### src/rtl/mult_div_unit.sv
// mult_div_unit
// Iterative multiply/divide unit for the execute stage. Multiply is radix-4
// Booth over WIDTH+2-bit extended operands (WIDTH/2+1 iterations). Divide is
// restoring division on operand magnitudes, followed by a one-cycle sign
// fix-up. Results are returned as hi/lo words together with a one-cycle done
// pulse. hi/lo hold the last result until the next one is written.
//
// Optional feature: define MULTDIV_DIV_EN to build the divider (DIV/FIXUP
// datapath, div_by_zero). Without it, op=0 completes in two cycles with
// hi=lo=0, and div_by_zero is tied low.
//
// Ports:
//   clk, reset    rising-edge clock, synchronous active-high reset
//   start         request strobe (see accept rule below)
//   op            1 = multiply, 0 = divide
//   signed_op     1 = two's-complement operands, 0 = unsigned
//   src_a, src_b  multiplicand/dividend, multiplier/divisor
//   busy          operation in flight (MULT, DIV, FIXUP)
//   done          one-cycle completion pulse; hi/lo valid from this cycle
//   hi, lo        product upper/lower half, or remainder/quotient
//   div_by_zero   last divide had src_b == 0; cleared on the next accept
module mult_div_unit #(
    parameter int WIDTH = 32
) (
    input  logic             clk,
    input  logic             reset,
    input  logic             start,
    input  logic             op,
    input  logic             signed_op,
    input  logic [WIDTH-1:0] src_a,
    input  logic [WIDTH-1:0] src_b,
    output logic             busy,
    output logic             done,
    output logic [WIDTH-1:0] hi,
    output logic [WIDTH-1:0] lo,
    output logic             div_by_zero
);

    localparam int MW = WIDTH + 2;               // extended operand width
    localparam int AW = WIDTH + 4;               // Booth accumulator width (room for +/-2M)
    localparam int CW = $clog2(WIDTH + 1) + 1;
    localparam logic [CW-1:0] MULT_LAST = CW'(WIDTH / 2);

    typedef enum logic [2:0] {S_IDLE, S_MULT, S_DIV, S_FIXUP, S_DONE} state_t;

    state_t         state, next_state;
    logic [CW-1:0]  cnt;
    logic [MW-1:0]  mcand;     // extended src_a; also holds dividend and its sign
    logic [MW-1:0]  mplier;    // extended src_b; low product half during multiply
    logic [AW-1:0]  acc;
    logic           qm1;
    logic           accept;

    logic [AW-1:0]  m_ext, addend, acc_sum, acc_nxt;
    logic [MW-1:0]  mplier_nxt;

    // Handshake: start is a request with no ready signal. It is accepted only
    // on an edge where the unit is in IDLE or DONE (busy low); a start seen
    // while busy is dropped, not queued. Completion is signalled by done.
    assign accept = start && ((state == S_IDLE) || (state == S_DONE));

    // Booth digit from {b[2i+1], b[2i], b[2i-1]}, then arithmetic shift by 2
    // of the whole {acc, mplier, qm1} chain.
    always_comb begin
        m_ext = {{2{mcand[MW-1]}}, mcand};
        case ({mplier[1:0], qm1})
            3'b001, 3'b010: addend = m_ext;
            3'b011:         addend = m_ext << 1;
            3'b100:         addend = -(m_ext << 1);
            3'b101, 3'b110: addend = -m_ext;
            default:        addend = '0;
        endcase
        acc_sum    = acc + addend;
        acc_nxt    = {{2{acc_sum[AW-1]}}, acc_sum[AW-1:2]};
        mplier_nxt = {acc_sum[1:0], mplier[MW-1:2]};
    end

`ifdef MULTDIV_DIV_EN
    localparam logic [CW-1:0] DIV_LAST = CW'(WIDTH);

    logic [WIDTH-1:0] rem, quot, dvsr;
    logic [WIDTH-1:0] a_mag, b_mag, rem_nxt, quot_nxt, q_fix, r_fix;
    logic [WIDTH:0]   shl, diff;
    logic             a_neg, b_neg, dbz_q;

    // Extension bits are the operand signs for signed ops and zero otherwise.
    always_comb begin
        a_neg    = mcand[MW-1];
        b_neg    = mplier[MW-1];
        a_mag    = a_neg ? (WIDTH'(0) - mcand[WIDTH-1:0]) : mcand[WIDTH-1:0];
        b_mag    = b_neg ? (WIDTH'(0) - mplier[WIDTH-1:0]) : mplier[WIDTH-1:0];
        shl      = {rem, quot[WIDTH-1]};
        diff     = shl - {1'b0, dvsr};
        // diff[WIDTH] set means the trial subtraction went negative: restore.
        rem_nxt  = diff[WIDTH] ? shl[WIDTH-1:0] : diff[WIDTH-1:0];
        quot_nxt = {quot[WIDTH-2:0], ~diff[WIDTH]};
        q_fix    = (a_neg ^ b_neg) ? (WIDTH'(0) - quot) : quot;
        r_fix    = a_neg ? (WIDTH'(0) - rem) : rem;
    end

    assign div_by_zero = dbz_q;
`else
    assign div_by_zero = 1'b0;
`endif

    always_ff @(posedge clk) begin
        if (reset) state <= S_IDLE;
        else       state <= next_state;
    end

    always_comb begin
        next_state = state;
        case (state)
            S_IDLE:  if (start) next_state = op ? S_MULT : S_DIV;
            S_MULT:  if (cnt == MULT_LAST) next_state = S_DONE;
`ifdef MULTDIV_DIV_EN
            // cnt == 0 is the setup cycle (zero-divisor check, magnitudes).
            S_DIV: begin
                if (cnt == '0) begin
                    if (mplier[WIDTH-1:0] == '0) next_state = S_DONE;
                end else if (cnt == DIV_LAST) begin
                    next_state = S_FIXUP;
                end
            end
            S_FIXUP: next_state = S_DONE;
`else
            S_DIV:   next_state = S_DONE;
`endif
            S_DONE:  next_state = start ? (op ? S_MULT : S_DIV) : S_IDLE;
            default: next_state = S_IDLE;
        endcase
    end

    always_ff @(posedge clk) begin
        if (reset) begin
            busy   <= 1'b0;
            done   <= 1'b0;
            hi     <= '0;
            lo     <= '0;
            cnt    <= '0;
            mcand  <= '0;
            mplier <= '0;
            acc    <= '0;
            qm1    <= 1'b0;
`ifdef MULTDIV_DIV_EN
            rem    <= '0;
            quot   <= '0;
            dvsr   <= '0;
            dbz_q  <= 1'b0;
`endif
        end else begin
            busy <= (next_state == S_MULT) || (next_state == S_DIV) || (next_state == S_FIXUP);
            done <= (next_state == S_DONE);
            if (accept) begin
                mcand  <= signed_op ? {{2{src_a[WIDTH-1]}}, src_a} : {2'b00, src_a};
                mplier <= signed_op ? {{2{src_b[WIDTH-1]}}, src_b} : {2'b00, src_b};
                acc    <= '0;
                qm1    <= 1'b0;
                cnt    <= '0;
`ifdef MULTDIV_DIV_EN
                dbz_q  <= 1'b0;
`endif
            end else begin
                case (state)
                    S_MULT: begin
                        acc    <= acc_nxt;
                        mplier <= mplier_nxt;
                        qm1    <= mplier[1];
                        cnt    <= cnt + 1'b1;
                        if (cnt == MULT_LAST) begin
                            hi <= {acc_nxt[WIDTH-3:0], mplier_nxt[MW-1:WIDTH]};
                            lo <= mplier_nxt[WIDTH-1:0];
                        end
                    end
`ifdef MULTDIV_DIV_EN
                    S_DIV: begin
                        cnt <= cnt + 1'b1;
                        if (cnt == '0) begin
                            if (mplier[WIDTH-1:0] == '0) begin
                                hi    <= mcand[WIDTH-1:0];
                                lo    <= '1;
                                dbz_q <= 1'b1;
                            end
                            rem  <= '0;
                            quot <= a_mag;
                            dvsr <= b_mag;
                        end else begin
                            rem  <= rem_nxt;
                            quot <= quot_nxt;
                        end
                    end
                    S_FIXUP: begin
                        hi <= r_fix;
                        lo <= q_fix;
                    end
`else
                    S_DIV: begin
                        hi <= '0;
                        lo <= '0;
                    end
`endif
                    default: ;
                endcase
            end
        end
    end

endmodule

### config.mk
export PLATFORM = sky130hd
export DESIGN_NAME = mult_div_unit
export DESIGN_NICKNAME = d
export VERILOG_FILES = /design/src/rtl/mult_div_unit.sv
export SDC_FILE = /design/constraint.sdc
export NUM_CORES = 1
export LEC_CHECK = 0
export CAP_MARGIN = 10
export CORE_AREA = 3 3 244 174
export CTS_CLUSTER_SIZE = 14
export DETAILED_ROUTE_END_ITERATION = 10
export DIE_AREA = 0 0 247 177
export SYNTH_ARGS = -nofsm -noshare
export SYNTH_HDL_FRONTEND = slang
export SYNTH_SLANG_ARGS = --single-unit
### constraint.sdc
create_clock -name clk -period 12.9 [get_ports clk]
set_input_delay 1.29 -clock clk [delete_from_list [all_inputs] [get_ports clk]]
set_output_delay 1.29 -clock clk [all_outputs]
set_load 0.02 [all_outputs]
### Word-level counts from Yosys, hierarchy flattened

Index checks and enable logic that the tools add are counted.

* register bits after elaboration: 179
* input bits: 69
* output and inout bits: 67
* logic and storage cells: 55

* $add $sub $neg: 4
* equal/unequal tests: 15
* mux-type cells: 14
* bitwise operators: 1
* reductions and logical operators: 11

Operators by type and width (count)
* one-hot mux 36 bit (4 select lines): 1
* two-way mux 34 bit: 4
* one-hot mux 32 bit (2 select lines): 2
* negation 36 bit: 2
* two-way mux 32 bit: 2
* adder 36 bit: 1
* equality test 3 x 2 -> 1 bit (second input constant): 5
* equality test 3 bit (second input constant): 5
* one-hot mux 3 bit (4 select lines): 1
* equality test 3 x 1 -> 1 bit (second input constant): 3
* adder 7 x 1 -> 7 bit (second input constant): 1
* equality test 7 x 5 -> 1 bit (second input constant): 1
* two-way mux 3 bit: 2
* OR reduction 2 bit: 3
* two-way mux 2 bit: 2
* nonzero test 2 bit: 2
* zero test 3 bit: 1
* logical OR 1 bit: 3
* AND reduction 3 bit: 1
* inequality test 2 bit (second input constant): 1
* logical AND 1 bit: 1
* inverter 1 bit: 1

### Longest topological paths before layout

Gate-level depths: netlist of run 1.

* depth in word-level cells: 6
* depth in mapped cells: 20
* depth with buffers taken out: 19

### Least setup slack after synthesis of run 1

OpenSTA, ideal clock, no wires.

* kind: flip-flop to flip-flop
* start point: register mcand[16]
* end point: register hi[31]
* setup time: 70 ps
* data arrival time: 4403 ps
* data required time: 12830 ps
* slack: 8426 ps
* stages on the path, launching flop included: 18
* path buffers: 1
* period minus slack after synthesis: 4474 ps
* cells stage by stage: dfxtp_1 > buf_6 > or4_4 > nor4b_4 > nand4_2 > or3_1 > nand2_1 > xnor2_1 > a221oi_1 > a31oi_1 > ha_1 > a21o_1 > o21ba_2 > o2111ai_1 > o2111ai_1 > a21boi_0 > or4_1 > a21oi_1

* cells in the longest elaborated chain, start to end: 5
* elaborated cells on any way between the ends: 6
* those cells by class: add/sub: 3; mux: 3

RTL lines
* start: declaration: line 48 `logic [MW-1:0] mcand;`
* start signal: assignment: line 155 `mcand <= signed_op ? {{2{src_a[WIDTH-1]}}, src_a} : {2'b00, src_a};`
* negation 36 bit (on tied branches): line 70, 69
* one-hot mux 36 bit (4 select lines) (*): line 66 `case ({mplier[1:0], qm1})`
* adder 36 bit (*): line 73 `acc_sum = acc + addend;`
* two-way mux 32 bit (*): line 170 `if (cnt == MULT_LAST) begin`
* one-hot mux 32 bit (2 select lines) (*): line 164 `case (state)`
* end signal: assignment: line 171 `hi <= {acc_nxt[WIDTH-3:0], mplier_nxt[MW-1:WIDTH]};`
* end: declaration: line 34 `output logic [WIDTH-1:0] hi,`

Every way passes the cells marked *; elsewhere a longest branch is shown, timed or not. The select of a mux whose other input is x is not followed.
A chain may end at the register's enable or synchronous reset.

### Final worst setup path of run 1

* start point: register mplier[0]
* end point: register hi[30]

* cells in the longest elaborated chain, start to end: 6
* elaborated cells on any way between the ends: 12
* those cells by class: add/sub: 1; eq/ne: 6; mux: 3; reduce/logical: 2

RTL lines
* start: declaration: line 49 `logic [MW-1:0] mplier;`
* start signal: assignment: line 156 `mplier <= signed_op ? {{2{src_b[WIDTH-1]}}, src_b} : {2'b00, src_b};`
* start signal: assignment: line 167 `mplier <= mplier_nxt;`
* equality test 3 bit, or another cell as far along: line 66
* OR reduction 2 bit: line 66
* one-hot mux 36 bit (4 select lines) (*): line 66
* adder 36 bit (*): line 73
* two-way mux 32 bit (*): line 170
* one-hot mux 32 bit (2 select lines) (*): line 164

Marks and branches as above.

==> flow_summary.yaml, run 1 <==
logic_synthesis:
  ys_async_sr_fraction_pct: 0
  ys_ff_latch: 178
  ys_warn_count: 0
  synth-edff-count: 0
  ys_seq_area_share_pct: 34.2
  ys.flop_type: "dfxtp_1"
  synth_nets: 1496
  syn_area_per_cell_um2: 7.51
  synthesis.area_um2: 10400
  synthCells: 1388
  ys_types: 77
layout:
  drive_gt1_share_pct: 4.73
  fin_util_pct: 31.8
  fin_nets: 1553
  final_area_um2: 12700
  multi_input_area_um2: 6400
  register_area_um2: 3560
  diodes: 0
  num-fill-cells: 4202
  final_common_cell: "nand2_1"
  final_cell_mix: "nand2_1, dfxtp_1, nor2_1, clkdlybuf4s50_1, a21oi_1"
  area_growth_pct: 21.6
placed_design:
  dpl-instance-area_um2: 12100
  post-dp-hpwl_mm: 24.7
  gp_congestion: 0.895
  portBuffers: 134
floorplan:
  design.portCount: 136
  fp-row-count: 61
  die_y_um: 177
  core_um2: 39900
  start_util_pct: 26.1
  fp.dieW_um: 247
  dieArea_um2: 43700
clocking:
  ctsHoldBuffers: 0
  clkLatencyLatePin_ns: 0.45
  post-cts-setup-buffers: 0
  ctsLongestPathBuffers: 2
  cts.sinks: 178
  cts_buffers: 17
  cts_resized: 0
  tritoncts: "built"
  cts_root_buf: "clkbuf_16"
  clk_pin_slew_ns: 0.07
  htreeDepth: 4
timing:
  relSlewSlack_pct: 32.8
  finalCriticalPeriod_ns: 5.66
  finalSetupTns_ns: 0
  setup_viol: 0
  worstMarginPinSlew_ns: 0.982
  maxSlewViolCount: 0
  hold_violations: 0
  rsz0062_at_grt: "false"
  max_freq_mhz: 177
  min_period_over_period_pct: 43.8
  clock_skew_ns: 0.0164
global_routing:
  grt_pass1_wl_mm: 54.8
  grt_remaining_overflow: 0
  grt_pass1_vias: 9570
  grt_max_degree: 86
  grt_antenna_before_repair: 2
  grtUsageTotal_pct: 15.9
drt:
  vias: 10300
  routed_wl_mm: 35.2
  routedWlPerCell_um: 17.7
  drt-pass1-iter-count: 5
  drtIter0Drc: 856
  drtAntennaViolNets: 0
  vias_per_cell: 5.19
  drcViolationCount: 0
worst_setup_path:
  worstReg2RegStart: "mplier[0]"
  required_ns: 13.24
  cp_cell_sequence: "buf_4 -> inv_1 -> nor2_1 -> nand2_1 -> o21ai_0 -> a22oi_1 -> o21ai_0 -> ha_1 -> a2111oi_0 -> a211oi_1 -> o2111ai_1 -> a21oi_1 -> or3_1 -> a32o_1"
  arrival_ns: 5.99
  max_stage_delay_ns: 0.88
  crit_slowest_cell: "a2111oi_0"
  critPathCaptureType: "flop"
  criticalPathCategory: "flop to flop"
  cp-startpoint: "mplier[0]"
  crit_path_frequent_cell: "o21ai_0"
  cp-start-kind: "flop"
  crit_fanout: 42
min_path:
  min_from: "acc[31]"
  hold_path.class: "flop to flop"
power_and_ir_drop:
  p_per_area_nw_per_um2: 111
  p_leak_nw: 4.47
  vdd_ir_drop_max_uv: 71.3
status:
  status: "finished, final reports clean"
run:
  cap_violations: 0
sequential cells by signal, summed over array words and instances (netlist names):
register,cells
acc,34
busy,1
cnt,7
done,1
hi,32
lo,32
mcand,33
mplier,34
qm1,1
state,3
worst max-delay path: cells and delay by family, from the launching register on:
family / cells / cell delay, ns
AOI/OAI and AO/OA: 8 / 2.66
and+or+nand+nor: 3 / 1.39
buffers and inverters: 2 / 0.73
adders and majority gates: 1 / 0.44
DFF: 1 / 0.31
cells in the mapped netlist (all sizes together), types with 13 or more instances:
master	instances	area (µm²)
inv	14	52.6
a311oi	34	298
nor2	147	552
o21ai	74	370
ha	38	475
xor2	18	158
clkbuf	96	360
xnor2	46	403
a21o	15	113
buf	14	72.6
nand2	279	1050
dfxtp	178	3560
a21oi	106	531
nor3	29	145
nor2b	13	81.3
or3	16	100
nand3	32	178
a22oi	78	586
power by group:
part	internal, mW	switching [mW]
Clock	0.253	0.250
Combinational	0.107	0.196
Sequential	0.570	0.0266
area by class of cell:
class,instances,area share (%)
multi-input combinational,1086,50.5
clock buffer,19,3.41
timing repair buffer,148,11.4
tap,535,5.28
clock inverter,13,0.928
sequential,178,28.1
inverter,14,0.414
path summary, 6_finish.rpt:
kind                  end  slack [ns]  cells past startpoint
hold / removal    acc[31]        0.46                      2
hold reg to reg   acc[31]        0.46                      2
setup reg to reg   hi[30]        7.24                     14
setup / recovery   hi[30]        7.24                     14
layer usage:
layer	share of wire (%)	GRT usage (%)
met1	50	23.7
met2	42	22.6
met3	7.4	4.69
met5	0.065	0
met4	0.63	2.44
logic make-up after synthesis:
| group | after synthesis | share of synthesized area (%) |
|---|---|---|
| AND/OR/NAND/NOR | 578 | 24.8 |
| AO/OA/AOI/OAI | 396 | 25.4 |
| flip-flops | 178 | 34.2 |
| buffers and inverters | 124 | 4.66 |
| XOR/XNOR | 64 | 5.38 |
| adder cells (fa/ha/maj) | 39 | 4.75 |
| multiplexers | 8 | 0.780 |
| other | 1 | 0.0360 |
metrics by stage:
step / worst slack [ns] / hold WS (ns) / power [mW] / instances
global placement: 7.46 / 0.449 / 0.904 / 1961
floorplan: 8.43 / 0.432 / 0.807 / 1388
global route: 6.64 / 0.487 / 1.47 / 1993
CTS: 7.31 / 0.462 / 1.42 / 1993
finish: 7.24 / 0.461 / 1.40 / 1993
detailed placement: 7.34 / 0.450 / 0.907 / 1961
Note: power is estimated with default switching activity, not from simulation.
==> inputs of run 2 (changes only) <==
==> constraint.sdc (replaced) <==
create_clock -name clk -period 4.9 [get_ports clk]
set_input_delay 0.49 -clock clk [delete_from_list [all_inputs] [get_ports clk]]
set_output_delay 0.49 -clock clk [all_outputs]
set_load 0.02 [all_outputs]
==> run 2 against run 1 <==
Clock power rose to 2.8 times the previous value. Combinational power rose to 3.0 times the previous value. Register-to-register slack got worse by 7.0 ns.
==> flow_summary.yaml, run 2 (synthesis results as in run 1) <==
status:
  status: "finished, final reports clean"
worst_setup_path:
  cp_cell_sequence: "or4_4 -> nor2_1 -> nand3_2 -> nor3_2 -> nand2b_1 -> xnor2_1 -> a21oi_1 -> o21ai_0 -> ha_1 -> a21oi_1 -> o21ai_0 -> a221o_1 -> a21o_1 -> o2111ai_1 -> buf_4 -> a21oi_1 -> or3_1 -> a32o_1"
  cp-start-kind: "flop"
  arrival_ns: 5.00
  critPathCaptureType: "flop"
  path_buf_inv: 1
  criticalPathCategory: "flop to flop"
  required_ns: 5.24
  crit_fanout: 6
  max_stage_delay_ns: 0.57
  crit_path_frequent_cell: "a21oi_1"
  crit_family: "compound AO/OA/AOI/OAI gates"
  crit_slowest_cell: "or4_4"
power_and_ir_drop:
  p_per_area_nw_per_um2: 291
  power_mw: 3.88
  clkPwrFrac_pct: 36.8
  p_leak_nw: 4.86
  vdd_ir_drop_max_uv: 246
  comb_power_share_pct: 23.1
  p_seq_share_pct: 40.2
  switching_power_mw: 1.25
  switching_share_pct: 32.3
  p_int_mw: 2.63
global_routing:
  grtUsageTotal_pct: 16.4
  grt_antenna_before_repair: 0
  grt_pass1_wl_mm: 56.5
  grt_remaining_overflow: 0
  grt_pass1_vias: 10000
  grt_max_degree: 104
timing:
  setup_viol: 0
  relSlewSlack_pct: 28.3
  clock_skew_ns: 0.0138
  min_period_over_period_pct: 95.1
  rsz0062_at_grt: "false"
  hold_violations: 0
  maxSlewViolCount: 0
  finalCriticalPeriod_ns: 4.66
  worstMarginPinSlew_ns: 1.08
  finalSetupTns_ns: 0
  setup_slack_ns: 0.239
  max_freq_mhz: 215
clocking:
  clkLatencyLatePin_ns: 0.45
  ctsLongestPathBuffers: 2
  cts.sinks: 178
  clk_pin_slew_ns: 0.08
  htreeDepth: 4
  cts_root_buf: "clkbuf_16"
  tritoncts: "built"
  cts_buffers: 17
placed_design:
  post-dp-hpwl_mm: 26.0
  dpl-instance-area_um2: 12600
  gp_congestion: 0.923
  post-place-ws_ns: 0.151
  portBuffers: 134
floorplan:
  design.portCount: 136
  fp-row-count: 61
  die_y_um: 177
  dieArea_um2: 43700
  fp.dieW_um: 247
  start_util_pct: 26.1
  core_um2: 39900
layout:
  fin_nets: 1622
  fin_util_pct: 33.4
  final_area_um2: 13300
  final_common_cell: "nand2_1"
  reg_top3: "acc x34, mplier x34, mcand x33"
  area_growth_pct: 27.8
  register_area_um2: 3560
  num-fill-cells: 4191
  multi_input_area_um2: 6480
  diodes: 0
  final_cell_mix: "nand2_1, dfxtp_1, nor2_1, clkdlybuf4s50_1, a21oi_1"
  drive_gt1_share_pct: 10.1
drt:
  vias_per_cell: 5.17
  drtAntennaViolNets: 0
  drcViolationCount: 0
  routed_wl_mm: 36.1
  routedWlPerCell_um: 17.5
  drtIter0Drc: 932
  vias: 10700
  drt-pass1-iter-count: 5
run:
  cap_violations: 0
min_path:
  hold_path.class: "primary input to flop"
-- run 2: cell types whose count changed in the layout (fill, tap and decap cells not counted), moves of 4 or more --
cell     delta
o21ai_0     -5
buf_4      +69
o21ai_1     +4
nor3_2      +4
nor3_1      -4
-- run 2: worst register-to-register path, stage by stage (launching register included) --
cell and delay [ns]:
dfxtp_1 0.31, or4_4 0.57, nor2_1 0.22, nand3_2 0.19
nor3_2 0.18, nand2b_1 0.15, xnor2_1 0.15, a21oi_1 0.09
o21ai_0 0.31, ha_1 0.35, a21oi_1 0.22, o21ai_0 0.17
a221o_1 0.42, a21o_1 0.19, o2111ai_1 0.19, buf_4 0.16
a21oi_1 0.10, or3_1 0.33, a32o_1 0.24
-- run 2: power groups by stage --
stage	Combinational, mW	Sequential, mW	Clock (mW)
final	0.896	1.56	1.43
after global routing	0.983	1.57	1.52
after CTS	0.873	1.56	1.47
after detailed placement	0.867	1.59	0
after global placement	0.862	1.59	0
after floorplan	0.558	1.57	0
-- run 2: worst paths after layout --
check                 from  endpoint  depth (start not counted)  slack, ns
setup / recovery  mcand[3]    hi[28]                         18       0.24
setup reg to reg  mcand[3]    hi[28]                         18       0.24
hold reg to reg    acc[14]   acc[14]                          2       0.47
hold / removal       reset    hi[11]                          2       0.46
-- run 2: final cells by class --
class / count / share of cell area [%]
inverter: 14 / 0.395
clock inverter: 13 / 1.14
multi-input combinational: 1086 / 48.6
clock buffer: 19 / 3.33
sequential: 178 / 26.8
tap: 535 / 5.03
timing repair buffer: 217 / 14.7
-- run 2: timing repair --
| item | 4_1_cts | 5_1_grt |
|---|---|---|
| endpoints found under the setup margin | 0 | 19 |
| resized for setup | 0 | 21 |
| hold buffers | 0 | 0 |
| buffers inserted | 0 | 2 |
-- run 2: stage by stage --
step,std cells,hold WS [ns]
final,2062,0.463
after global routing,2062,0.481
after CTS,2060,0.458
after detailed placement,2028,0.453
after floorplan,1388,0.432
after global placement,2028,0.444
-- run 2: metal layers --
layer | wire (µm) | vias to the layer above | part of all wire, % | track usage, %
li1 | - | 5190 | - | -
met2 | 15500 | 307 | 43 | 24.4
met4 | 309 | 0 | 0.86 | 3.05
met5 | 0 | - | 0 | 0
met1 | 18200 | 5133 | 50 | 24.2
met3 | 2100 | 26 | 5.8 | 3.66
